`config.mk`:
```
export PLATFORM = sky130hd
export DESIGN_NAME = fetch_prefetch
export DESIGN_NICKNAME = d
export VERILOG_FILES = /design/src/rtl/fetch_prefetch.sv
export SDC_FILE = /design/constraint.sdc
export NUM_CORES = 1
export LEC_CHECK = 0
export ABC_AREA = 0
export CAP_MARGIN = 20
export CORE_MARGIN = 2
export CORE_UTILIZATION = 30
export CTS_CLUSTER_SIZE = 12
export DETAILED_ROUTE_END_ITERATION = 10
export MAX_ROUTING_LAYER = met4
export SLEW_MARGIN = 20
export SYNTH_ARGS = -nofsm -noshare
export SYNTH_HDL_FRONTEND = slang
export SYNTH_SLANG_ARGS = --single-unit
```
`constraint.sdc`:
```
create_clock -name clk_i -period 5.4 [get_ports clk_i]
set_input_delay 1.08 -clock clk_i [delete_from_list [all_inputs] [get_ports clk_i]]
set_output_delay 1.08 -clock clk_i [all_outputs]
set_load 0.05 [all_outputs]
```
`src/rtl/fetch_prefetch.sv`:
```
// Instruction prefetcher: one outstanding IMEM read feeding a DEPTH-entry {pc, insn} queue.
// Branch redirects flush the queue and squash any read still in flight.
module fetch_prefetch #(
    parameter logic [31:0] BASE_ADDR = 32'h80020000,
    parameter int          DEPTH     = 4,
    parameter logic [1:0]  WORD_SIZE = 2'b00
) (
    input  logic        clk_i,
    input  logic        rst_i,
    input  logic        stall_i,
    input  logic        do_branch_i,
    input  logic [31:0] pc_effective_i,
    input  logic        mem_ready_i,
    input  logic        mem_rvalid_i,
    input  logic [31:0] mem_rdata_i,
    output logic        i_mem_enable_o,
    output logic [31:0] address_o,
    output logic        rw_o,
    output logic [1:0]  access_size_o,
    output logic        valid_out_o,
    output logic [31:0] pc_out_o,
    output logic [31:0] insn_out_o
);
    // DEPTH must be a power of two so the pointers wrap by natural overflow.
    localparam int             PW   = $clog2(DEPTH);
    localparam int             CW   = PW + 1;
    localparam logic [CW-1:0]  FULL = CW'(DEPTH);

    logic [31:0]   fetch_pc_q, fetch_pc_d;
    logic [31:0]   req_pc_q, req_pc_d;
    logic [CW-1:0] count_q, count_d;
    logic [PW-1:0] rd_ptr_q, rd_ptr_d;
    logic [PW-1:0] wr_ptr_q, wr_ptr_d;
    logic          busy_q, busy_d;
    logic          drop_q, drop_d;
    logic [31:0]   fifo_pc_q   [DEPTH];
    logic [31:0]   fifo_insn_q [DEPTH];

    logic req, resp, push, pop, valid;
    logic unused_pc_lsbs;

    assign unused_pc_lsbs = ^pc_effective_i[1:0];

    // A request is only issued while idle, so count < DEPTH also reserves a slot for it.
    assign valid          = (count_q != '0);
    assign i_mem_enable_o = !rst_i && !busy_q && !do_branch_i && (count_q < FULL);
    assign address_o      = fetch_pc_q;
    assign rw_o           = 1'b1;
    assign access_size_o  = WORD_SIZE;
    assign valid_out_o    = valid;
    assign pc_out_o       = valid ? fifo_pc_q[rd_ptr_q] : 32'h0;
    assign insn_out_o     = valid ? fifo_insn_q[rd_ptr_q] : 32'h0;

    assign req  = i_mem_enable_o && mem_ready_i;
    assign resp = busy_q && mem_rvalid_i;
    assign push = resp && !drop_q && !do_branch_i;
    assign pop  = valid && !stall_i && !do_branch_i;

    always_comb begin
        fetch_pc_d = fetch_pc_q;
        req_pc_d   = req_pc_q;
        count_d    = count_q;
        rd_ptr_d   = rd_ptr_q;
        wr_ptr_d   = wr_ptr_q;
        busy_d     = busy_q;
        drop_d     = drop_q;

        if (req) begin
            busy_d     = 1'b1;
            req_pc_d   = fetch_pc_q;
            fetch_pc_d = fetch_pc_q + 32'd4;
        end
        if (resp) begin
            busy_d = 1'b0;
            drop_d = 1'b0;
        end

        if (do_branch_i) begin
            fetch_pc_d = {pc_effective_i[31:2], 2'b00};
            count_d    = '0;
            rd_ptr_d   = '0;
            wr_ptr_d   = '0;
            if (busy_q && !mem_rvalid_i) drop_d = 1'b1;
        end else begin
            if (push) wr_ptr_d = wr_ptr_q + PW'(1);
            if (pop)  rd_ptr_d = rd_ptr_q + PW'(1);
            if (push && !pop)      count_d = count_q + CW'(1);
            else if (pop && !push) count_d = count_q - CW'(1);
        end
    end

    always_ff @(posedge clk_i or posedge rst_i) begin
        if (rst_i) begin
            fetch_pc_q <= BASE_ADDR;
            req_pc_q   <= 32'h0;
            count_q    <= '0;
            rd_ptr_q   <= '0;
            wr_ptr_q   <= '0;
            busy_q     <= 1'b0;
            drop_q     <= 1'b0;
        end else begin
            fetch_pc_q <= fetch_pc_d;
            req_pc_q   <= req_pc_d;
            count_q    <= count_d;
            rd_ptr_q   <= rd_ptr_d;
            wr_ptr_q   <= wr_ptr_d;
            busy_q     <= busy_d;
            drop_q     <= drop_d;
        end
    end

    always_ff @(posedge clk_i) begin
        if (push) begin
            fifo_pc_q[wr_ptr_q]   <= req_pc_q;
            fifo_insn_q[wr_ptr_q] <= mem_rdata_i;
        end
    end

endmodule

```
== Word level (Yosys, flattened, before mapping) ==
Memory sizes are Yosys's and may differ from the RTL's.
Index checks and enable logic that the tools add are counted.

* Reduce and logical (&&, ||, !) cells: 26
* Magnitude comparators: 1
* Add/subtract/negate cells: 5
* Muxes and demuxes: 18

{| class="wikitable"
|+ Operators with widths
! kind !! count
|-
| 32-bit 2-to-1 mux || 4
|-
| 32-bit by 3-bit adder with 32-bit output, second input constant || 1
|-
| 1-bit logical AND || 12
|-
| 3-bit 2-to-1 mux || 3
|-
| 1-bit zero test || 8
|-
| 2-bit 2-to-1 mux || 4
|-
| 2-bit nonzero test || 4
|-
| 1-bit 2-to-1 mux || 7
|-
| 3-bit nonzero test || 2
|-
| 2-bit by 1-bit adder with 2-bit output, second input constant || 2
|-
| 3-bit by 1-bit adder with 3-bit output, second input constant || 1
|-
| 3-bit less-than comparator, second input constant || 1
|-
| 3-bit by 1-bit subtractor with 3-bit output, second input constant || 1
|}

* Output and inout bits: 101
* Memory bits (writable): 256
* Register bits: 73
* Logic and storage cells: 59
* Memories kept: 2
* Input bits: 70

{| class="wikitable"
|+ Memory list
! name !! words !! bits a word !! read ports !! clocked after memory_dff !! write ports !! RTL line !! RTL
|-
| fifo_insn_q || 4 || 32 || 1 || 0 || 1 || 37 || <nowiki>logic [31:0] fifo_insn_q [DEPTH];</nowiki>
|-
| fifo_pc_q || 4 || 32 || 1 || 0 || 1 || 36 || <nowiki>logic [31:0] fifo_pc_q [DEPTH];</nowiki>
|}

== Logic depth before layout (Yosys ltp) ==
* Depth after elaboration: 8
* Gate-level depth with buffers: 8
* Gate-level depth less buffers: 7

== Least setup slack after synthesis ==
Ideal clock, no wire load.

* Path kind: input to register
* Start: in do_branch_i
* End: mem fifo_insn_q[0][0], enable pin
* Required time: 4973 ps
* Buffers on the path: 2
* Library setup time: 427 ps
* Slack: 1927 ps
* Data arrival time: 3047 ps
* Stages: 4
* Cell sequence: buf_6 > clkbuf_1 > nor2_1 > and2_1

* Cells in the longest elaborated chain, start to end: 4

{| class="wikitable"
|+ Ends and longest elaborated chain
! what !! RTL line !! RTL
|-
| from (decl) || 11 || <nowiki>input logic do_branch_i,</nowiki>
|-
| 1-bit zero test || 56 || <nowiki>assign push = resp && !drop_q && !do_branch_i;</nowiki>
|-
| 1-bit logical AND || 56 ||
|-
| 1-bit 2-to-1 mux || 113 || <nowiki>if (push) begin</nowiki>
|-
| 1-bit 2-to-1 mux (implied by the code) || 115 || <nowiki>fifo_insn_q[wr_ptr_q] <= mem_rdata_i;</nowiki>
|-
| to (decl) || 37 ||
|}

Every way passes these cells.

== Final worst setup path ==
* Start: reg rd_ptr_q[0]
* End: out pc_out_o[7]

* Cells in the longest elaborated chain, start to end: 2

{| class="wikitable"
|+ Ends and longest elaborated chain
! what !! RTL line !! RTL
|-
| from (decl) || 32 || <nowiki>logic [PW-1:0] rd_ptr_q, rd_ptr_d;</nowiki>
|-
| from (signal assigned) || 105 || <nowiki>rd_ptr_q <= rd_ptr_d;</nowiki>
|-
| memory 4 x 32 bit || -- ||
|-
| 32-bit 2-to-1 mux || 51 || <nowiki>assign pc_out_o = valid ? fifo_pc_q[rd_ptr_q] : 32'h0;</nowiki>
|-
| to (decl) || 21 || <nowiki>output logic [31:0] pc_out_o,</nowiki>
|}

Every way passes these cells.

==> flow_summary.ini <==
[yosys]
postSynthRegisterBits = 317
synthesis.area_sq_mm = 0.0128
synth-seq-area-share = 0.715
avgSynthCellArea_sq_um = 16.2
synth.distinct_cells = 55
synth-main-ff-cell = sky130_fd_sc_hd__edfxtp_1
yosys_warning_count = 0
number_of_flops_mapped_to_enable_cells_by_yosys = 248
synth_cells = 791
async_s_r_ff_share_synth = 0.218

[final_layout]
final_cell_mix = sky130_fd_sc_hd__edfxtp_1, sky130_fd_sc_hd__clkdlybuf4s50_1, sky130_fd_sc_hd__nand2_1, sky130_fd_sc_hd__dfrtp_1
filler_cell_count = 3926
layout_commonest_cell = sky130_fd_sc_hd__edfxtp_1
drive_gt1_frac = 0.148
finalNetCount = 1037
finish.utilization = 0.387
area_growth_syn_to_layout_pct = 27.1

[cts]
clkSlewWorstSetupHoldPaths_ps = 60
cts_inserted_buffers = 37
cts_setup_buffers = 0
cts-hold-fix-buffers = 0
insertion_delay_of_the_later_clocked_pin_in_the_worst_skew_pair_ps = 540
clock_tree.root_cell = sky130_fd_sc_hd__clkbuf_16
cts_buffer_depth = 3
cts.htree.levels = 2
cts_tree = built
clock_sinks = 317
postCtsResizedCells = 0

[route]
drtAntennaViolNets = 0
routedWlPerCell_microns = 20.0
wirelength_microns = 30700
routed_vias = 7388
viasPerCell = 4.83
drtPass1Iterations = 6
route.detailed.drc = 0
drt_first_iter_violations = 487

[setup_path]
ff2ff_setup_slack_ps = 2430
worst_ep_arrival_time_ps = 3220
timing.critical_path.required_ps = 4320
critPathLaunchType = flip-flop
reg2reg_from = count_q[2]$_DFFE_PP0P_
path_max_fanout = 36
worstSetupEndpointType = primary output
timing.critical_path.from = rd_ptr_q[0]$_DFFE_PP0P_
critical_path_class = reg2out
r2r_end = count_q[2]$_DFFE_PP0P_
reg2reg_depth = 7
worstSetupEndpoint = pc_out_o[7]

[sta]
finalCriticalPeriod_ps = 4300
tns_ps = 0
finClkSkew_ps = 24.0
unrepaired_setup_endpoints_after_global_routing = false
timing_max_transition_violations_final = 0
achievable_clock_frequency_mhz = 233
setup_violations = 0
timing.max_slew.rel_slack = 0.294
fin_worst_hold_slack_ps = 518
tightest_slew_ps = 1060
post-route-period-util = 0.796
timing_hold_violations_final = 0

[floorplan]
ios = 171
design.core.area_sq_mm = 0.0421
dieWidth_microns = 211
design.die.area_sq_mm = 0.0445
starting_density_of_the_core = 0.305
cell_rows = 75
die_y_microns = 211

[global_route]
grt_first_pass_wirelength_microns = 47000
first_global_vias = 7702
pin_count_of_the_biggest_net_entering_global_routing = 64
number_of_antenna_violations_at_the_first_check_in_global_routing = 2
grt_usage = 0.145
grt-ovfl-total = 0

[status]
status = finished clean

[worst_hold_path]
worst_hold_path_type = reg2reg

[power_and_ir_drop]
p_leak_nw = 5.62
report.power.total_mw = 8.45
vdd_ir_drop_max_uv = 195
power.density_mw_per_mm2 = 518

[placement]
place_congestion = 0.774
port_buffers = 161
dp.final_hpwl_microns = 17900

[run]
drv_cap = 0
-- through the flow --
| stage | instance area (sq um) | std cells | worst slack, ps |
|---|---|---|---|
| 2_1_floorplan | 12900 | 796 | 1930 |
| 3_3_place_gp | 15000 | 1457 | 1530 |
| 3_5_place_dp | 15000 | 1458 | 1530 |
| 4_1_cts | 16200 | 1526 | 956 |
| 5_1_grt | 16300 | 1531 | 888 |
| 6_report | 16300 | 1531 | 1100 |
-- critical path, cell delays in order (launching register included) --
cell and delay (ps):
sky130_fd_sc_hd__dfrtp_4 860, sky130_fd_sc_hd__buf_12 370, sky130_fd_sc_hd__mux4_2 540, sky130_fd_sc_hd__and2_1 170, sky130_fd_sc_hd__clkdlybuf4s50_1 730
-- worst min path at each step --
stage	start	end	depth (start not counted)
6_report	req_pc_q[19]$_DFFE_PP0P_	fifo_pc_q[0][19]$_DFFE_PP_	0
5_1_grt	req_pc_q[20]$_DFFE_PP0P_	fifo_pc_q[2][20]$_DFFE_PP_	0
4_1_cts	req_pc_q[19]$_DFFE_PP0P_	fifo_pc_q[1][19]$_DFFE_PP_	0
3_5_place_dp	req_pc_q[19]$_DFFE_PP0P_	fifo_pc_q[1][19]$_DFFE_PP_	0
3_3_place_gp	req_pc_q[31]$_DFFE_PP0P_	fifo_pc_q[2][31]$_DFFE_PP_	0
2_1_floorplan	req_pc_q[10]$_DFFE_PP0P_	fifo_pc_q[0][10]$_DFFE_PP_	0
-- state kept, by name, indices dropped and copies added (netlist names) --
register,count
address_o,30
fifo_insn_q,128
rd_ptr_q,2
busy_q,1
drop_q,1
fifo_pc_q,120
req_pc_q,30
wr_ptr_q,2
count_q,3
-- final cells by class --
cell class / count / area [sq um] / area share
antenna: 2 / 5.00 / 0.000307
timing repair buffer: 173 / 1780 / 0.109
clock inverter: 17 / 194 / 0.0119
multi-input combinational: 423 / 3430 / 0.210
clock buffer: 51 / 1010 / 0.0618
sequential: 317 / 9180 / 0.563
tap: 539 / 674 / 0.0413
inverter: 9 / 35.0 / 0.00215
-- report_power, final --
| group | total, mW | internal (mW) | switching, mW | leakage, nW |
|---|---|---|---|---|
| clock network | 2.46 | 1.47 | 0.991 | 0.588 |
| registers | 3.20 | 2.91 | 0.294 | 3.10 |
| logic | 2.79 | 1.07 | 1.72 | 1.93 |
-- synth_stat cells, types with 3 or more instances --
cell type | n | area, sq um
sky130_fd_sc_hd__mux4_2 | 62 | 1400
sky130_fd_sc_hd__o21ai_0 | 20 | 100
sky130_fd_sc_hd__a21oi_1 | 8 | 40.0
sky130_fd_sc_hd__a31oi_1 | 4 | 25.0
sky130_fd_sc_hd__nand2b_1 | 3 | 18.8
sky130_fd_sc_hd__and3_1 | 5 | 31.3
sky130_fd_sc_hd__edfxtp_1 | 248 | 7450
sky130_fd_sc_hd__dfrtp_1 | 67 | 1680
sky130_fd_sc_hd__nand4_1 | 10 | 62.6
sky130_fd_sc_hd__and2_1 | 67 | 419
sky130_fd_sc_hd__a21o_1 | 4 | 30.0
sky130_fd_sc_hd__inv_1 | 9 | 33.8
sky130_fd_sc_hd__buf_2 | 11 | 55.1
sky130_fd_sc_hd__o211ai_1 | 10 | 75.1
sky130_fd_sc_hd__buf_4 | 7 | 52.6
sky130_fd_sc_hd__nor2_1 | 16 | 60.1
sky130_fd_sc_hd__clkbuf_1 | 27 | 101
sky130_fd_sc_hd__mux2i_1 | 4 | 40.0
sky130_fd_sc_hd__or3_1 | 3 | 18.8
sky130_fd_sc_hd__ha_1 | 5 | 62.6
sky130_fd_sc_hd__nand3_1 | 20 | 100
sky130_fd_sc_hd__nor3_1 | 3 | 15.0
sky130_fd_sc_hd__nand2_1 | 125 | 469
sky130_fd_sc_hd__o311ai_0 | 8 | 70.1
sky130_fd_sc_hd__xnor2_1 | 5 | 43.8
-- routing by layer --
metal	routed length [microns]	track usage	vias to the layer above
met2	14800	0.235	218
met5	0	-	-
met1	13500	0.184	3776
met4	495	0.0384	0
met3	1820	0.0333	38
li1	-	-	3356
-- cell families (layout without fill, tap and decap cells) --
kind of cell,after synthesis,in the layout,synth area share
adders and majority gates,6,6,0.00643
xor gates and xnor gates,6,6,0.00409
buffers and inverters,56,250,0.0202
DFF,317,317,0.715
and+or+nand+nor,269,269,0.105
AOI/OAI and AO/OA,67,67,0.0353
other,2,9,0.000585
muxes,68,68,0.114
(Power assumes the default switching activity.)
